### src/rtl/vending_pkg.sv
// Shared definitions for the vending machine datapath: coin widths, coin
// indices, default coin values and the running-total limit.
package vending_pkg;

    localparam int CENTS_W   = 5;
    localparam int TOTAL_W   = 7;
    localparam int TOTAL_MAX = 99;

    localparam int NUM_COINS = 3;
    localparam int COIN_5    = 0;
    localparam int COIN_10   = 1;
    localparam int COIN_25   = 2;

    localparam int COIN0_CENTS_DEF = 5;
    localparam int COIN1_CENTS_DEF = 10;
    localparam int COIN2_CENTS_DEF = 25;

    typedef logic [CENTS_W-1:0] cents_t;

    // True when a coin value fits the 5-bit event field and is non-zero.
    function automatic bit cents_ok(input int value);
        return (value >= 1) && (value <= 31);
    endfunction

endpackage

### src/rtl/btn_debounce.sv
// One coin button: 2-flop synchroniser, stability counter and debounced
// level. Emits a single-cycle rise pulse in the cycle the debounced level
// is about to go from 0 to 1.
module btn_debounce #(
    parameter int DB_CYCLES = 100000
) (
    input  logic clk,
    input  logic clr,
    input  logic btn_raw,
    output logic rise
);

    localparam int CNT_W = (DB_CYCLES > 2) ? $clog2(DB_CYCLES) : 1;
    localparam logic [CNT_W-1:0] CNT_LAST = CNT_W'(DB_CYCLES - 1);

    logic             sync_q1;
    logic             sync_q2;
    logic             level_q;
    logic [CNT_W-1:0] cnt;

    // Synchronise the raw button, then count consecutive samples that
    // disagree with the debounced level; flip the level after DB_CYCLES.
    always_ff @(posedge clk) begin
        if (clr) begin
            sync_q1 <= 1'b0;
            sync_q2 <= 1'b0;
            level_q <= 1'b0;
            cnt     <= '0;
        end else begin
            sync_q1 <= btn_raw;
            sync_q2 <= sync_q1;
            if (sync_q2 == level_q) begin
                cnt <= '0;
            end else if (cnt == CNT_LAST) begin
                level_q <= ~level_q;
                cnt     <= '0;
            end else begin
                cnt <= cnt + 1'b1;
            end
        end
    end

    // The level flips on the next edge; a 0->1 flip is a press.
    assign rise = sync_q2 & ~level_q & (cnt == CNT_LAST);

endmodule

### src/rtl/coin_input_conditioner.sv
// Coin button front end: debounces three buttons, turns each press into a
// coin event, queues events in a show-ahead FIFO and hands them out over a
// valid/ack handshake.
// Optional running total (ports total_clr / total_cents) is built when the
// macro COIN_TOTAL_EN is defined.
module coin_input_conditioner
    import vending_pkg::*;
#(
    parameter int DB_CYCLES   = 100000,
    parameter int COIN0_CENTS = COIN0_CENTS_DEF,
    parameter int COIN1_CENTS = COIN1_CENTS_DEF,
    parameter int COIN2_CENTS = COIN2_CENTS_DEF,
    parameter int FIFO_DEPTH  = 4,
    localparam int CNT_W      = $clog2(FIFO_DEPTH + 1)
) (
    input  logic               clk,
    input  logic               clr,
    input  logic [2:0]         btn_raw,
    output logic               coin_valid,
    output logic [CENTS_W-1:0] coin_cents,
    input  logic               coin_ack,
    output logic [CNT_W-1:0]   fifo_count,
    output logic               overflow
`ifdef COIN_TOTAL_EN
    ,
    input  logic               total_clr,
    output logic [TOTAL_W-1:0] total_cents
`endif
);

    localparam int PTR_W = $clog2(FIFO_DEPTH);

    if (!cents_ok(COIN0_CENTS) || !cents_ok(COIN1_CENTS) || !cents_ok(COIN2_CENTS)) begin : g_bad_cents
        $error("coin values must be in 1..31");
    end
    if (FIFO_DEPTH < 2 || (FIFO_DEPTH & (FIFO_DEPTH - 1)) != 0) begin : g_bad_depth
        $error("FIFO_DEPTH must be a power of 2 and at least 2");
    end

    logic [NUM_COINS-1:0] rise;
    logic [NUM_COINS-1:0] pending;
    logic [NUM_COINS-1:0] push_oh;
    cents_t               push_cents;
    logic                 push;
    logic                 pop;
    logic                 full;

    cents_t               mem [FIFO_DEPTH];
    logic [PTR_W-1:0]     wr_ptr;
    logic [PTR_W-1:0]     rd_ptr;
    logic [CNT_W-1:0]     count;

    for (genvar i = 0; i < NUM_COINS; i++) begin : g_btn
        btn_debounce #(
            .DB_CYCLES (DB_CYCLES)
        ) u_btn_debounce (
            .clk     (clk),
            .clr     (clr),
            .btn_raw (btn_raw[i]),
            .rise    (rise[i])
        );
    end

    assign full = (count == CNT_W'(FIFO_DEPTH));
    assign pop  = coin_ack & coin_valid;

    // Fixed-priority arbiter: lowest pending index wins; the full check uses
    // the registered count, so a slot freed by a same-cycle pop is not reused.
    always_comb begin
        push_oh    = '0;
        push_cents = '0;
        if (!full) begin
            if (pending[COIN_5]) begin
                push_oh[COIN_5] = 1'b1;
                push_cents      = cents_t'(COIN0_CENTS);
            end else if (pending[COIN_10]) begin
                push_oh[COIN_10] = 1'b1;
                push_cents       = cents_t'(COIN1_CENTS);
            end else if (pending[COIN_25]) begin
                push_oh[COIN_25] = 1'b1;
                push_cents       = cents_t'(COIN2_CENTS);
            end
        end
        push = |push_oh;
    end

    // Pending bits, FIFO pointers/count and sticky overflow. A press that
    // arrives while its button is still pending is dropped.
    always_ff @(posedge clk) begin
        if (clr) begin
            pending  <= '0;
            overflow <= 1'b0;
            wr_ptr   <= '0;
            rd_ptr   <= '0;
            count    <= '0;
        end else begin
            pending <= (pending & ~push_oh) | (rise & ~pending);
            if (|(rise & pending)) begin
                overflow <= 1'b1;
            end
            if (push) begin
                wr_ptr <= wr_ptr + 1'b1;
            end
            if (pop) begin
                rd_ptr <= rd_ptr + 1'b1;
            end
            case ({push, pop})
                2'b10:   count <= count + 1'b1;
                2'b01:   count <= count - 1'b1;
                default: count <= count;
            endcase
        end
    end

    // Event storage; contents are don't-care until written.
    always_ff @(posedge clk) begin
        if (push) begin
            mem[wr_ptr] <= push_cents;
        end
    end

    assign coin_valid = (count != '0);
    assign coin_cents = coin_valid ? mem[rd_ptr] : '0;
    assign fifo_count = count;

`ifdef COIN_TOTAL_EN
    localparam int SUM_W = TOTAL_W + 1;

    logic [SUM_W-1:0] total_sum;

    assign total_sum = {1'b0, total_cents} + SUM_W'(coin_cents);

    // Running total of consumed coins, saturating for a 2-digit display.
    always_ff @(posedge clk) begin
        if (clr || total_clr) begin
            total_cents <= '0;
        end else if (pop) begin
            if (total_sum > SUM_W'(TOTAL_MAX)) begin
                total_cents <= TOTAL_W'(TOTAL_MAX);
            end else begin
                total_cents <= total_sum[TOTAL_W-1:0];
            end
        end
    end
`endif

endmodule

### config.mk
export PLATFORM = sky130hd
export DESIGN_NAME = coin_input_conditioner
export DESIGN_NICKNAME = d
export VERILOG_FILES = /design/src/rtl/vending_pkg.sv /design/src/rtl/btn_debounce.sv /design/src/rtl/coin_input_conditioner.sv
export SDC_FILE = /design/constraint.sdc
export NUM_CORES = 1
export LEC_CHECK = 0
export BUFFER_PORTS_ARGS = -buffer_cell sky130_fd_sc_hd__buf_2
export CAP_MARGIN = 20
export CORE_MARGIN = 1
export CORE_UTILIZATION = 48
export CTS_BUF_LIST = sky130_fd_sc_hd__clkbuf_2
export DETAILED_ROUTE_END_ITERATION = 10
export PLACE_DENSITY = 0.76
export SETUP_SLACK_MARGIN = 0.4
export SYNTH_ARGS = -nofsm -noshare
export SYNTH_HDL_FRONTEND = slang
export SYNTH_SLANG_ARGS = --single-unit
### constraint.sdc
create_clock -name clk -period 3.9 [get_ports clk]
set_clock_uncertainty 0.1 [all_clocks]
set_input_delay 0 -clock clk [delete_from_list [all_inputs] [get_ports clk]]
set_output_delay 0 -clock clk [all_outputs]
set_load 0.01 [all_outputs]
==> flow_summary.yaml <==
outcome:
  status: "finished, final reports clean"
clock_tree:
  cts_setup_buffers: 0
  root_buffer: "clkbuf_2"
  ctsHoldBuffers: 9
  clk_path_buf_depth: 2
  worstSkewPairLatency_ns: 0.55
  cts.sinks: 93
  cts_tree: "yes"
  cts-buffers-inserted: 9
  clk_pin_slew_ns: 0.27
  cts_resized: 0
  cts_max_level: 3
synthesis:
  synth-edff-count: 20
  synth_nets: 423
  ys_seq_area_share_pct: 50.7
  ys_types: 44
  synth.area.top_cells: "dfxtp_1 (36%), edfxtp_1 (15%), nor2_1 (4.9%)"
  synthArstFlopShare_pct: 0
  synth_flop_cell: "dfxtp_1"
  synth_top_cell_by_area: "dfxtp_1"
  synth_seq_cells: 93
  ys_warn_count: 0
  netlist.area_leader.share_pct: 35.9
  syn_avg_cell_area_sq_um: 10.0
  postSynthCellCount: 405
  syn-cell-area_sq_um: 4070
worst_hold_path:
  hold_path_class: "input pin to flop"
floorplanning:
  die_h_um: 94.1
  initial_utilization_pct: 49.5
  core_area_sq_um: 8220
  fp-row-count: 33
  die_area_sq_um: 8850
  io_pins: 16
  die_x_um: 94.1
finish:
  nNetsFinal: 447
  n_antenna_cell: 0
  drive_above_1_share_pct: 10.8
  postLayoutCellArea_sq_um: 4420
  syn2layout_area_growth_pct: 8.58
timing:
  setup_tns_ns: 0
  rsz0062_at_grt: "no"
  hold_viol_final: 0
  finalCritPeriodShare_pct: 68.7
  fin_crit_ns: 2.68
  slew_violations: 0
  maxSlewHeadroom_pct: 45.5
  timing.final.ws_setup_ns: 1.22
  timing.fmax_ghz: 0.373
  worst_pin_slew_ns: 0.810
  setup_viol: 0
placement:
  hpwl_mm: 4.92
  post-place-ws_ns: 1.31
  io_buffers: 15
  place_congestion: 0.853
  placed_cell_area_sq_um: 4210
routing:
  drc_errors: 0
  dr.pass1.iters: 4
  wl_per_cell_um: 12.8
  drtIter0Drc: 86
  wl_mm: 6.91
  antenna_left: 0
  vias: 2919
  vias_per_cell: 5.42
pwr:
  total_power_mw: 1.49
  p_leak_nw: 1.49
  ir_worst_vdd_uv: 138
  power_density_nw_per_um2: 336
critical_path:
  slowest_delay_ns: 0.53
  required_ns: 4.28
  cp_slowest_cell: "nor3b_1"
  critical_path.most_common_cell: "inv_1"
  start_kind: "flop"
  cp-end-kind: "flop"
  worst-setup-path-type: "flop to flop"
  path_max_fanout: 7
  path_cells: "nor3b_1 > nor2_1 > inv_1 > ha_1 > inv_1 > fa_1 > xor2_1 > or3_1 > a21oi_1"
  critPathArrivalTime_ns: 3.06
job:
  max_cap_violations: 0
grt:
  grt_max_degree: 25
  antenna_found_initial: 0
  track_usage_pct: 17.3
  grt-ovfl-total: 0
  grt_pass1_vias: 2796
  grt_pass1_wl_mm: 12.0
worst max-delay path: cells and delay by family, from the launching register on:
kind | cells | cell delay (ns)
compound gates | 1 | 0.14
xor+xnor | 1 | 0.15
fa+ha+maj | 2 | 0.56
buf+inv | 2 | 0.16
flops | 1 | 0.42
simple gates | 3 | 1.08
placed cells by master, fill, tap and decap left out, types with 9 or more instances in the layout:
cell	instances
inv_1	21
edfxtp_1	20
nand3_1	18
a21oi_1	22
o21ai_0	12
nor2_1	53
nand4_1	17
or3_1	12
nand2_1	19
clkbuf_2	11
buf_2	15
xor2_1	18
xnor2_1	20
ha_1	11
dlygate4sd3_1	9
and2_1	11
dfxtp_1	73
metrics by stage:
step	hold WS [ns]	instances	utilization (%)
after global placement	0.109	514	51.3
after floorplan	-0.0284	405	-
after global routing	0.293	539	53.8
after CTS	0.281	539	53.8
after detailed placement	0.118	514	51.3
final	0.300	539	53.8
power breakdown:
| part | internal, mW | leakage, nW | switching [mW] |
|---|---|---|---|
| sequential | 0.985 | 0.785 | 0.00164 |
| combinational | 0.0109 | 0.637 | 0.0123 |
| clock | 0.156 | 0.0725 | 0.320 |
| total | 1.15 | 1.49 | 0.334 |
kinds of logic after synthesis:
group,Yosys count,synth area share (%)
compound gates,44,6.18
xor+xnor,38,8.18
fa+ha+maj,12,3.87
buf+inv,32,3.47
flops,93,50.7
mux,5,2.77
simple gates,181,24.9
state kept, by name, indices dropped and copies added (netlist names), named ones only:
name	flops
g_btn.u_btn_debounce.cnt	51
rd_ptr	2
g_btn.u_btn_debounce.sync_q2	3
g_btn.u_btn_debounce.level_q	3
fifo_count	3
g_btn.u_btn_debounce.sync_q1	3
overflow	1
mem	20
pending	3
wr_ptr	2
routing by layer:
metal | up-vias | part of all wire (%) | track usage, % | routed length [um]
li1 | 1483 | - | - | -
met1 | 1383 | 48 | 20.5 | 3300
met2 | 40 | 48 | 29.7 | 3300
met4 | 0 | 1.8 | 8.72 | 123
met3 | 13 | 2.8 | 3.32 | 192
met5 | - | 0 | 0 | 0
final cells by class:
type,count,area (sq um)
clock buffers,11,55.1
inverters,21,78.8
flip-flops and latches,93,2060
well taps,105,131
fillers,741,3800
repair buffers,24,165
clock inverters,5,60.1
multi-input cells,280,1870
worst paths after layout:
check                             startpoint  depth (start not counted)                         endpoint  slack (ns)
max reg2reg                    fifo_count[0]                          9                    fifo_count[2]        1.22
min                                 coin_ack                          5                             flop        0.30
max                            fifo_count[0]                          9                    fifo_count[2]        1.22
min reg2reg  g_btn[0].u_btn_debounce.sync_q1                          1  g_btn[0].u_btn_debounce.sync_q2        0.36
synth_stat cells, drive strengths merged, types with 8 or more instances:
cell and count:
a21oi 22, nand3 18, nor2 53, inv 21
dfxtp 73, xnor2 20, ha 11, nand4 18
xor2 18, nor2b 8, o21ai 12, and2 11
or3 13, nand2 19, edfxtp 20
Note: power is estimated with default switching activity, not from simulation.
